$ cat config.mk
export PLATFORM = sky130hd
export DESIGN_NAME = chunked_adder_flat
export DESIGN_NICKNAME = d
export VERILOG_FILES = /design/src/rtl/chunked_adder_if.sv /design/src/rtl/chunked_adder.sv /design/src/flat_wrapper.sv
export SDC_FILE = /design/constraint.sdc
export NUM_CORES = 1
export LEC_CHECK = 0
export CAP_MARGIN = 5
export CORE_MARGIN = 4
export CORE_UTILIZATION = 30
export DETAILED_ROUTE_END_ITERATION = 7
export PLACE_DENSITY = 0.54
export SLEW_MARGIN = 20
export SYNTH_ARGS = -nofsm -noshare
export SYNTH_HDL_FRONTEND = slang
export SYNTH_SLANG_ARGS = --single-unit
$ cat constraint.sdc
create_clock -name clk -period 4.26 [get_ports clk]
set_input_delay 0.852 -clock clk [delete_from_list [all_inputs] [get_ports clk]]
set_output_delay 0.852 -clock clk [all_outputs]
set_load 0.03 [all_outputs]
$ cat src/rtl/chunked_adder_if.sv
// Operand/result handshake bundle for chunked_adder.
// The ovf signal exists only when CHUNKED_ADDER_OVERFLOW_EN is defined.
interface chunked_adder_if #(
    parameter int unsigned WIDTH = 32
);
    logic             in_valid;
    logic             in_ready;
    logic [WIDTH-1:0] x;
    logic [WIDTH-1:0] y;
    logic             cin;
    logic             sub;
    logic             out_valid;
    logic             out_ready;
    logic [WIDTH-1:0] sum;
    logic             cout;
`ifdef CHUNKED_ADDER_OVERFLOW_EN
    logic             ovf;
`endif

    // Producer/consumer side
    modport master (
`ifdef CHUNKED_ADDER_OVERFLOW_EN
        input  ovf,
`endif
        output in_valid, x, y, cin, sub, out_ready,
        input  in_ready, out_valid, sum, cout
    );

    // Adder side
    modport slave (
`ifdef CHUNKED_ADDER_OVERFLOW_EN
        output ovf,
`endif
        input  in_valid, x, y, cin, sub, out_ready,
        output in_ready, out_valid, sum, cout
    );
endinterface

$ cat src/rtl/chunked_adder.sv
// Multi-cycle add/subtract: WIDTH-bit operands summed CHUNK bits per clock via a carry register.
// Optional signed-overflow output enabled by macro CHUNKED_ADDER_OVERFLOW_EN.
module chunked_adder #(
    parameter int unsigned WIDTH = 32,
    parameter int unsigned CHUNK = 8
) (
    input  logic            clk,
    input  logic            rst,
    chunked_adder_if.slave  bus
);
    localparam int unsigned N  = WIDTH / CHUNK;
    localparam int unsigned KW = (N > 1) ? $clog2(N) : 1;

    typedef enum logic [1:0] {
        IDLE,
        RUN,
        DONE
    } state_e;

    state_e           state_q,     state_d;
    logic [WIDTH-1:0] a_q,         a_d;
    logic [WIDTH-1:0] b_q,         b_d;
    logic             carry_q,     carry_d;
    logic [KW-1:0]    k_q,         k_d;
    logic [WIDTH-1:0] psum_q,      psum_d;
    logic [WIDTH-1:0] sum_q,       sum_d;
    logic             cout_q,      cout_d;
    logic             out_valid_q, out_valid_d;
`ifdef CHUNKED_ADDER_OVERFLOW_EN
    logic             ovf_q,       ovf_d;
`endif

    logic [CHUNK-1:0] a_chunk;
    logic [CHUNK-1:0] b_chunk;
    logic [CHUNK:0]   chunk_res;
    logic             last_chunk;

    // State and datapath registers
    always_ff @(posedge clk) begin
        if (rst) begin
            state_q     <= IDLE;
            a_q         <= '0;
            b_q         <= '0;
            carry_q     <= 1'b0;
            k_q         <= '0;
            psum_q      <= '0;
            sum_q       <= '0;
            cout_q      <= 1'b0;
            out_valid_q <= 1'b0;
`ifdef CHUNKED_ADDER_OVERFLOW_EN
            ovf_q       <= 1'b0;
`endif
        end else begin
            state_q     <= state_d;
            a_q         <= a_d;
            b_q         <= b_d;
            carry_q     <= carry_d;
            k_q         <= k_d;
            psum_q      <= psum_d;
            sum_q       <= sum_d;
            cout_q      <= cout_d;
            out_valid_q <= out_valid_d;
`ifdef CHUNKED_ADDER_OVERFLOW_EN
            ovf_q       <= ovf_d;
`endif
        end
    end

    // Next-state and chunk datapath; only a CHUNK-bit ripple sits between registers
    always_comb begin
        state_d     = state_q;
        a_d         = a_q;
        b_d         = b_q;
        carry_d     = carry_q;
        k_d         = k_q;
        psum_d      = psum_q;
        sum_d       = sum_q;
        cout_d      = cout_q;
        out_valid_d = out_valid_q;
`ifdef CHUNKED_ADDER_OVERFLOW_EN
        ovf_d       = ovf_q;
`endif
        a_chunk     = a_q[k_q*CHUNK +: CHUNK];
        b_chunk     = b_q[k_q*CHUNK +: CHUNK];
        chunk_res   = {1'b0, a_chunk} + {1'b0, b_chunk} + {{CHUNK{1'b0}}, carry_q};
        last_chunk  = (k_q == KW'(N - 1));

        case (state_q)
            IDLE: begin
                if (bus.in_valid && bus.in_ready) begin
                    a_d     = bus.x;
                    b_d     = bus.sub ? ~bus.y : bus.y;
                    carry_d = bus.cin ^ bus.sub;
                    k_d     = '0;
                    state_d = RUN;
                end
            end
            RUN: begin
                psum_d[k_q*CHUNK +: CHUNK] = chunk_res[CHUNK-1:0];
                carry_d = chunk_res[CHUNK];
                if (last_chunk) begin
                    k_d         = '0;
                    sum_d       = psum_d;
                    cout_d      = chunk_res[CHUNK];
`ifdef CHUNKED_ADDER_OVERFLOW_EN
                    // Carry into the MSB recovered from the MSB sum bit
                    ovf_d       = (a_chunk[CHUNK-1] ^ b_chunk[CHUNK-1] ^ chunk_res[CHUNK-1])
                                  ^ chunk_res[CHUNK];
`endif
                    out_valid_d = 1'b1;
                    state_d     = DONE;
                end else begin
                    k_d = k_q + KW'(1);
                end
            end
            DONE: begin
                if (bus.out_ready) begin
                    out_valid_d = 1'b0;
                    state_d     = IDLE;
                end
            end
            default: begin
                out_valid_d = 1'b0;
                state_d     = IDLE;
            end
        endcase
    end

    // Gated by rst so the producer never sees ready while reset is held
    assign bus.in_ready  = (state_q == IDLE) && !rst;
    assign bus.out_valid = out_valid_q;
    assign bus.sum       = sum_q;
    assign bus.cout      = cout_q;
`ifdef CHUNKED_ADDER_OVERFLOW_EN
    assign bus.ovf       = ovf_q;
`endif

endmodule

$ cat src/flat_wrapper.sv
// flat-port wrapper written by rule: the top's interface ports become plain ports
module chunked_adder_flat 
#(
    parameter int unsigned WIDTH = 32,
    parameter int unsigned CHUNK = 8
)
  (clk, rst, bus_in_valid, bus_x, bus_y, bus_cin, bus_sub, bus_out_ready, bus_in_ready, bus_out_valid, bus_sum, bus_cout);
  chunked_adder_if #(.WIDTH(WIDTH)) bus_i ();
  input  logic clk;
  input  logic rst;
  input wire logic [$bits(bus_i.in_valid)-1:0] bus_in_valid;
  input wire logic [$bits(bus_i.x)-1:0] bus_x;
  input wire logic [$bits(bus_i.y)-1:0] bus_y;
  input wire logic [$bits(bus_i.cin)-1:0] bus_cin;
  input wire logic [$bits(bus_i.sub)-1:0] bus_sub;
  input wire logic [$bits(bus_i.out_ready)-1:0] bus_out_ready;
  output wire logic [$bits(bus_i.in_ready)-1:0] bus_in_ready;
  output wire logic [$bits(bus_i.out_valid)-1:0] bus_out_valid;
  output wire logic [$bits(bus_i.sum)-1:0] bus_sum;
  output wire logic [$bits(bus_i.cout)-1:0] bus_cout;
  assign bus_i.in_valid = bus_in_valid;
  assign bus_i.x = bus_x;
  assign bus_i.y = bus_y;
  assign bus_i.cin = bus_cin;
  assign bus_i.sub = bus_sub;
  assign bus_i.out_ready = bus_out_ready;
  assign bus_in_ready = bus_i.in_ready;
  assign bus_out_valid = bus_i.out_valid;
  assign bus_sum = bus_i.sum;
  assign bus_cout = bus_i.cout;
  chunked_adder #(.WIDTH(WIDTH), .CHUNK(CHUNK)) u_core (.clk(clk), .rst(rst), .bus(bus_i));
endmodule
==> flow_summary_export.csv, run 1 <==
group,metric,value,unit
power,power.share.switching,0.284,
power,clock_power_frac,0.430,
route,detail_route.first_pass.iterations,5,
cells_and_area,num-nets-final,829,
grt,antenna_found_initial,0,
power,cellPowerDensity,403,nW/um^2
power,power_leakage,2.89,nW
worst_setup_path,count_of_cells_along_the_worst_register_to_register_path,8,
cells_and_area,post_route_cells_drive_above_1_share,0.0991,
place,port-buffer-count,104,
outcome,outcome,"completed",
grt,grt_use_total,0.148,
route,drt_drc_violations_left,0,
grt,grt_total_ovfl,0,
clocking,numClockSinks,135,
route,avgRoutedWirePerCell,15.9,um
sta,max_clock_freq,278,MHz
sta,totalNegativeSetupSlack,0,ps
synthesis,synthesis.nets,745,
clocking,worstSkewPairLatency,420,ps
route,dr_total_vias,5124,
power,power.internal,2.29,mW
sta,fin_crit,3590,ps
synthesis,synth-warning-count,0,
sta,timing.final.crit_share,0.843,
floorplan,num_io_pins,105,
flow_run,max_cap_violations,0,
route,ant_nets,0,
clocking,count_of_buffers_added_by_post_cts_timing_repair_for_setup,0,
worst_setup_path,critical-path-top-delay-family,"adder cells",
synthesis,synth.area.top_cells,"dfxtp_1, nand3b_1, mux4_2",
synthesis,synthCells,660,
worst_setup_path,end_kind,"flop",
cells_and_area,footprint_of_the_multi_input_gates,3190,sq um
clocking,root_buffer,"clkbuf_16",
grt,pin_count_of_the_biggest_net_entering_global_routing,70,
power,p_comb_frac,0.144,
worst_setup_path,worst_path_max_delay_cell,"or4_1",
synthesis,syn_avg_cell_area,9.27,sq um
power,seqPwrFrac,0.426,
synthesis,synth_ff_type,"dfxtp_1",
floorplan,core_region_area,19800,sq um
worst_setup_path,worstPathRequired,4540,ps
synthesis,synth-seq-area-share,0.442,
sta,slew_headroom,0.307,
place,half_perimeter_wire_length_after_detailed_placement,11500,um
synthesis,ys_ff_latch,135,
route,dr.first_iter.drc_count,467,
power,power_switching,0.907,mW
synthesis,synth_top_area_share,0.442,
clocking,htree_levels,4,
sta,tightestPinTransition,1030,ps
sta,setup_repair_after_global_routing_missed_its_margin,"false",
place,finalWeightedCongestion,0.819,
grt,grt_pass1_vias,5073,
route,finalWirelength,16200,um
cells_and_area,num_antenna_cells,0,
route,drt-vias-per-instance,5.01,
worst_hold_path,timing.hold.worst_endpoint,"u_core.psum_q[23]",
synthesis,synth_enable_flop_cells,0,
worst_setup_path,reg2reg_setup_slack,670,ps
synthesis,synth_async_sr_flop_share,0,
clocking,tritoncts_clock_tree,"done",
power,report.power.total,3.20,mW
worst_setup_path,cp_max_fo,8,
sta,hold_viol,0,
worst_setup_path,timing.critical_path.from_type,"flop",
grt,grt_pass1_wl,26300,um
clocking,numCtsBuffers,17,
synthesis,synth_top_cell_by_area,"dfxtp_1",
floorplan,die_height,151,um
synthesis,yosys.cell_types.count,44,
cells_and_area,fillCellCount,1995,
worst_hold_path,hold_path.startpoint,"u_core.psum_q[23]",
clocking,clock_tree.buffer_depth,2,
worst_setup_path,timing.critical_path.buf_inv,0,
worst_setup_path,worstPathArrival,3870,ps
worst_hold_path,hold_depth,2,
floorplan,initial_utilization,0.309,
sta,timing.clock.skew,11.8,ps
clocking,post_cts_hold_buffer_count,0,
cells_and_area,flow.area_growth_from_synthesis,29.8,%
synthesis,netlist_top_cells_count,"dfxtp_1, nand2_1, nor2_1",
floorplan,die_w,151,um
worst_setup_path,r2r_endpoint,"u_core.bus.sum[22]",
floorplan,std_cell_rows,51,
clocking,clock_pin_transition_on_the_worst_setup_and_hold_timing_paths,60,ps
power,max-vdd-ir-drop,0.000222,V
worst_setup_path,timing.critical_path.slowest_cell_delay,720,ps
worst_setup_path,worst_r2r_startpoint,"u_core.k_q[0]",
cells_and_area,register_area,2700,sq um
worst_hold_path,min_path_type,"flop to flop",
synthesis,synthMostInstantiatedCell,"dfxtp_1",
sta,setup_viol_count_final,0,
floorplan,die_area,22700,sq um
worst_setup_path,worst-setup-path-type,"flop to flop",
sta,pins_over_slew_limit,0,
worst_setup_path,crit_path_cell_trace,"mux4_2, fa_1, fa_1, a21oi_2, nor3_1, or4_1, a221oi_2, nor3_1",
clocking,post_cts_resized,0,
synthesis,synthesis.area,6120,sq um
==> worst min-delay path: stages (launching register included) <==
cell and delay (ps):
dfxtp_1 310, nand2_1 50, a21oi_1 50
==> state kept, by name (all words and copies together) (netlist names) <==
register,count
u_core.bus.sum,32
u_core.b_q,32
u_core.psum_q,32
u_core.k_q,2
u_core.a_q,32
u_core.bus.cout,1
u_core.state_q,2
u_core.carry_q,1
u_core.bus.out_valid,1
==> cell families after synthesis <==
| group | Yosys count | share of synthesized area |
|---|---|---|
| mux | 17 | 0.0605 |
| simple gates | 259 | 0.217 |
| compound gates | 137 | 0.155 |
| fa+ha+maj | 15 | 0.0331 |
| xor+xnor | 37 | 0.0530 |
| flops | 135 | 0.442 |
| buf+inv | 60 | 0.0395 |
==> cells in the final DEF, fill, tap and decap left out, types with 3 or more instances in the layout <==
cell type / instances
a21oi_1: 16
a221oi_1: 19
nor2_1: 69
a211oi_1: 18
and2_1: 3
nand3b_1: 65
o21ai_0: 41
o211ai_1: 3
clkdlybuf4s50_1: 102
clkbuf_16: 17
nor3_1: 28
inv_1: 7
xnor2_1: 35
a32oi_1: 3
mux4_2: 16
buf_4: 13
a221oi_2: 4
nand2_1: 78
clkinvlp_4: 3
nand2b_1: 4
a22oi_1: 25
ha_1: 13
dfxtp_1: 135
inv_6: 7
==> power by group through the flow <==
stage          Clock [mW]  Combinational, mW  Sequential [mW]
3_5_place_dp            0              0.459             1.39
3_3_place_gp            0              0.449             1.39
2_1_floorplan           0              0.292             1.37
4_1_cts              1.41              0.461             1.36
6_report             1.38              0.459             1.36
5_1_grt              1.47              0.506             1.37
==> through the flow <==
step                       util  hold slack, ps  cells  setup WS, ps  cell area (sq um)
final                     0.401             456   1022           669               7940
after floorplan               -             432    660           800               6120
after CTS                 0.401             458   1022           630               7920
after global routing      0.401             493   1022           445               7940
after detailed placement  0.373             449    990           641               7370
after global placement    0.373             442    990           710               7370
==> area by class of cell <==
class                   instances  share of cell area
repair buffers                116               0.142
flip-flops and latches        135               0.340
well taps                     265              0.0418
clock inverters                15              0.0162
inverters                       9             0.00426
clock buffers                  17              0.0536
multi-input cells             465               0.402
==> per-layer routing <==
layer  up-vias  part of all wire  wire length (um)  track usage
li1       2527                 -                 -            -
met1      2422              0.47              7540        0.201
met2       149              0.47              7550        0.227
met3        26             0.048               779       0.0371
met4         0             0.020               332       0.0567
met5         -                 0                 0            0
==> how the worst max path moves through the flow <==
stage	end	from	slack [ps]	cells past startpoint
floorplan	u_core.bus.sum[6]	u_core.k_q[0]	800	10
detailed placement	u_core.bus.sum[6]	u_core.k_q[0]	640	8
CTS	u_core.bus.sum[22]	u_core.k_q[0]	630	8
global placement	u_core.bus.sum[14]	u_core.k_q[0]	710	8
global route	u_core.bus.sum[6]	u_core.k_q[0]	440	8
finish	u_core.bus.sum[22]	u_core.k_q[0]	670	8
Note: power is estimated with default switching activity, not from simulation.
==> run 2, diff against run 1 <==
Clock period 4.26 ns to 3.52 ns, I/O delays scaled along.
==> flow_summary_export.csv, run 2 (synthesis results as in run 1) <==
group,metric,value,unit
grt,grt_pass1_vias,5054,
route,dr_total_vias,5127,
cells_and_area,layout_commonest_cell,"dfxtp_1",
floorplan,core_region_area,19800,sq um
worst_setup_path,timing.critical_path.slowest_cell_delay,550,ps
sta,hold_viol,0,
cells_and_area,num-nets-final,833,
grt,pin_count_of_the_biggest_net_entering_global_routing,74,
grt,grt_pass1_wl,26900,um
floorplan,initial_utilization,0.309,
clocking,post_cts_hold_buffer_count,0,
cells_and_area,stdcell_count,1026,
worst_setup_path,reg2reg_setup_slack,170,ps
sta,timing.final.crit_share,0.953,
worst_hold_path,min_path_type,"flop to flop",
route,detail_route.first_pass.iterations,5,
worst_setup_path,crit_path_cell_trace,"mux4_2, fa_1, fa_1, a21o_2, a21oi_1, xnor2_1, a22oi_1, a211oi_1",
grt,grt_total_ovfl,0,
route,finalWirelength,16700,um
floorplan,num_io_pins,105,
power,max-vdd-ir-drop,0.000303,V
worst_setup_path,end_kind,"flop",
grt,grt_use_total,0.152,
worst_setup_path,timing.critical_path.buf_inv,0,
worst_setup_path,worstPathRequired,3840,ps
cells_and_area,footprint_of_the_multi_input_gates,3190,sq um
clocking,htree_levels,4,
route,drt-vias-per-instance,5.00,
clocking,worstSkewPairLatency,420,ps
sta,tightestPinTransition,1060,ps
power,power.internal,2.86,mW
floorplan,std_cell_rows,51,
worst_setup_path,critical-path-top-delay-family,"adder cells",
sta,totalNegativeSetupSlack,0,ps
route,ant_nets,0,
cells_and_area,most-common-layout-cells,"dfxtp_1, clkdlybuf4s50_1, nand2_1",
sta,max_clock_freq,298,MHz
sta,timing.clock.skew,12.0,ps
clocking,root_buffer,"clkbuf_16",
cells_and_area,post_route_cells_drive_above_1_share,0.104,
clocking,count_of_buffers_added_by_post_cts_timing_repair_for_setup,0,
route,drt_drc_violations_left,0,
sta,setup_viol_count_final,0,
grt,antenna_found_initial,0,
power,report.power.total,3.93,mW
route,dr.first_iter.drc_count,460,
worst_setup_path,timing.critical_path.from_type,"flop",
power,clock_power_frac,0.437,
clocking,numClockSinks,135,
floorplan,die_w,151,um
worst_setup_path,worstPathArrival,3680,ps
clocking,clock_pin_transition_on_the_worst_setup_and_hold_timing_paths,60,ps
sta,fin_crit,3350,ps
flow_run,max_cap_violations,0,
cells_and_area,fillCellCount,2003,
place,placed_cell_area,7410,sq um
cells_and_area,fin_util,0.404,
floorplan,die_height,151,um
floorplan,die_area,22700,sq um
place,dpl.cell_count,994,
cells_and_area,num_antenna_cells,0,
route,avgRoutedWirePerCell,16.3,um
worst_setup_path,worst_path_max_delay_cell,"mux4_2",
power,p_comb_frac,0.145,
worst_setup_path,worst-setup-path-type,"flop to flop",
power,power_leakage,2.92,nW
cells_and_area,flow.area_growth_from_synthesis,30.7,%
outcome,outcome,"completed",
clocking,numCtsBuffers,17,
clocking,clock_tree.buffer_depth,2,
place,finalWeightedCongestion,0.855,
clocking,post_cts_resized,0,
power,cellPowerDensity,492,nW/um^2
sta,pins_over_slew_limit,0,
clocking,tritoncts_clock_tree,"done",
power,power_switching,1.07,mW
power,seqPwrFrac,0.418,
worst_setup_path,crit_top_cell,"fa_1",
sta,setup_repair_after_global_routing_missed_its_margin,"true",
power,power.share.switching,0.271,
place,half_perimeter_wire_length_after_detailed_placement,11800,um
cells_and_area,final_area,7990,sq um
cells_and_area,register_area,2700,sq um
place,port-buffer-count,104,
worst_setup_path,cp_max_fo,7,
sta,slew_headroom,0.285,
==> run 2: cell count changes in the layout (fill, tap and decap cells not counted), sizes merged <==
cell / previous run / this run
clkinvlp: 3 / 5
clkinv: 5 / 6
buf: 14 / 18
inv: 16 / 10
bufinv: 0 / 1
clkbuf: 17 / 19
==> run 2: final timing paths <==
kind	from	to	cells past startpoint
setup reg to reg	u_core.k_q[0]	u_core.psum_q[4]	8
hold / removal	u_core.psum_q[15]	u_core.psum_q[15]	2
hold reg to reg	u_core.psum_q[15]	u_core.psum_q[15]	2
setup / recovery	u_core.k_q[0]	u_core.psum_q[4]	8
==> run 2: cell type report <==
type,instances,share of cell area
Multi-Input combinational cell,465,0.398
Sequential cell,135,0.338
Timing Repair Buffer,120,0.146
Clock buffer,19,0.0567
Tap cell,265,0.0415
Clock inverter,13,0.0152
Inverter,9,0.00423
==> run 2: power groups by stage <==
stage,clock network (mW),registers [mW],logic (mW)
2_1_floorplan,0,1.66,0.353
3_3_place_gp,0,1.68,0.553
3_5_place_dp,0,1.68,0.565
4_1_cts,1.75,1.64,0.568
5_1_grt,1.83,1.65,0.623
6_report,1.72,1.64,0.570
==> run 2: stage by stage <==
stage               worst slack, ps  hold WS (ps)
finish                          165           452
global route                  -18.2           491
CTS                             103           452
detailed placement              105           445
global placement                176           438
floorplan                      59.8           432
==> run 2: tightest hold or removal path: stages (launching register included) <==
cell     delay, ps
dfxtp_1        310
nand2_1         50
a21oi_1         50
==> run 2: layer usage <==
layer | share of wire | vias up | global-route usage
met5 | 0 | - | 0
met3 | 0.059 | 20 | 0.0389
li1 | - | 2544 | -
met1 | 0.46 | 2395 | 0.206
met2 | 0.47 | 168 | 0.236
met4 | 0.020 | 0 | 0.0503
==> run 3, diff against run 2 <==
Settings changed: MAX_ROUTING_LAYER set to met4.
==> flow_summary_export.csv, run 3 (synthesis results as in run 1) <==
group,metric,value,unit
outcome,outcome,"completed",
sta,setup_viol_count_final,0,
cells_and_area,register_area,2700,sq um
power,cellPowerDensity,491,nW/um^2
grt,grt_total_ovfl,0,
worst_setup_path,critical-path-top-delay-family,"adder cells",
sta,tightestPinTransition,1050,ps
worst_setup_path,timing.critical_path.slowest_cell_delay,550,ps
sta,hold_viol,0,
route,ant_nets,0,
grt,grt_use_total,0.157,
floorplan,initial_utilization,0.309,
floorplan,num_io_pins,105,
power,power_leakage,2.92,nW
clocking,count_of_buffers_added_by_post_cts_timing_repair_for_setup,0,
worst_setup_path,timing.critical_path.buf_inv,0,
worst_setup_path,worstPathRequired,3840,ps
route,finalWirelength,16700,um
floorplan,core_region_area,19800,sq um
worst_setup_path,crit_path_cell_trace,"mux4_2, fa_1, fa_1, a21o_2, a21oi_1, xnor2_1, a22oi_1, a211oi_1",
clocking,worstSkewPairLatency,420,ps
clocking,root_buffer,"clkbuf_16",
grt,antenna_found_initial,0,
place,finalWeightedCongestion,0.871,
worst_setup_path,worstPathArrival,3670,ps
clocking,post_cts_hold_buffer_count,0,
floorplan,die_w,151,um
place,port-buffer-count,104,
worst_setup_path,timing.critical_path.from_type,"flop",
power,max-vdd-ir-drop,0.000300,V
sta,totalNegativeSetupSlack,0,ps
flow_run,max_cap_violations,0,
cells_and_area,footprint_of_the_multi_input_gates,3190,sq um
grt,grt_pass1_vias,5040,
grt,grt_pass1_wl,27000,um
sta,slew_headroom,0.296,
cells_and_area,layout_commonest_cell,"dfxtp_1",
floorplan,die_height,151,um
route,drt_drc_violations_left,0,
clocking,htree_levels,4,
sta,timing.final.crit_share,0.950,
sta,final.hold.worst_slack,452,ps
sta,pins_over_slew_limit,0,
route,avgRoutedWirePerCell,16.3,um
sta,fin_crit,3340,ps
clocking,clock_tree.buffer_depth,2,
cells_and_area,num_antenna_cells,0,
worst_hold_path,min_path_type,"flop to flop",
route,detail_route.first_pass.iterations,5,
worst_setup_path,cp_max_fo,7,
floorplan,std_cell_rows,51,
sta,setup_repair_after_global_routing_missed_its_margin,"true",
clocking,clock_pin_transition_on_the_worst_setup_and_hold_timing_paths,60,ps
floorplan,die_area,22700,sq um
worst_setup_path,worst_path_max_delay_cell,"mux4_2",
cells_and_area,fillCellCount,2003,
clocking,tritoncts_clock_tree,"done",
worst_setup_path,worst-setup-path-type,"flop to flop",
cells_and_area,most-common-layout-cells,"dfxtp_1, clkdlybuf4s50_1, nand2_1",
clocking,post_cts_resized,0,
route,dr.first_iter.drc_count,417,
place,half_perimeter_wire_length_after_detailed_placement,11800,um
route,dr_total_vias,5116,
cells_and_area,num-nets-final,833,
power,report.power.total,3.92,mW
worst_setup_path,end_kind,"flop",
sta,timing.clock.skew,13.2,ps
cells_and_area,flow.area_growth_from_synthesis,30.7,%
worst_setup_path,reg2reg_setup_slack,180,ps
clocking,numCtsBuffers,17,
sta,max_clock_freq,299,MHz
grt,pin_count_of_the_biggest_net_entering_global_routing,74,
worst_setup_path,crit_top_cell,"fa_1",
cells_and_area,post_route_cells_drive_above_1_share,0.104,
clocking,numClockSinks,135,
route,drt-vias-per-instance,4.99,
## run 3: through the flow
step	setup WS [ps]	cells	instance area [sq um]	utilization
after floorplan	59.8	660	6120	-
after global placement	176	994	7410	0.375
after detailed placement	105	994	7410	0.375
after CTS	103	1026	7990	0.404
after global routing	-18.4	1026	7990	0.404
final	176	1026	7990	0.404
## run 3: power by group
| group | switching (mW) | leakage, nW | internal [mW] |
|---|---|---|---|
| logic | 0.321 | 1.55 | 0.250 |
| registers | 0.0438 | 1.10 | 1.60 |
| clock network | 0.695 | 0.268 | 1.01 |
## run 3: worst paths after layout
| check | end | startpoint | cells past startpoint |
|---|---|---|---|
| max | u_core.psum_q[4] | u_core.k_q[0] | 8 |
| min | u_core.psum_q[15] | u_core.psum_q[15] | 2 |
| max reg2reg | u_core.psum_q[4] | u_core.k_q[0] | 8 |
| min reg2reg | u_core.psum_q[15] | u_core.psum_q[15] | 2 |
## run 3: cell type report
class,instances,share of cell area
clock inverters,13,0.0152
multi-input cells,465,0.398
well taps,265,0.0415
clock buffers,19,0.0567
inverters,9,0.00423
flip-flops and latches,135,0.338
repair buffers,120,0.146
## run 3: worst min-delay path: stages, from the launching register on
cell and delay (ps):
dfxtp_1 310, nand2_1 50, a21oi_1 50
## run 3: routing by layer
metal	GRT usage	vias to the layer above	wire length, um	part of all wire
li1	-	2539	-	-
met1	0.207	2398	7750	0.46
met2	0.236	160	7850	0.47
met3	0.0386	19	797	0.048
met4	0.0503	0	339	0.020
met5	-	-	0	0
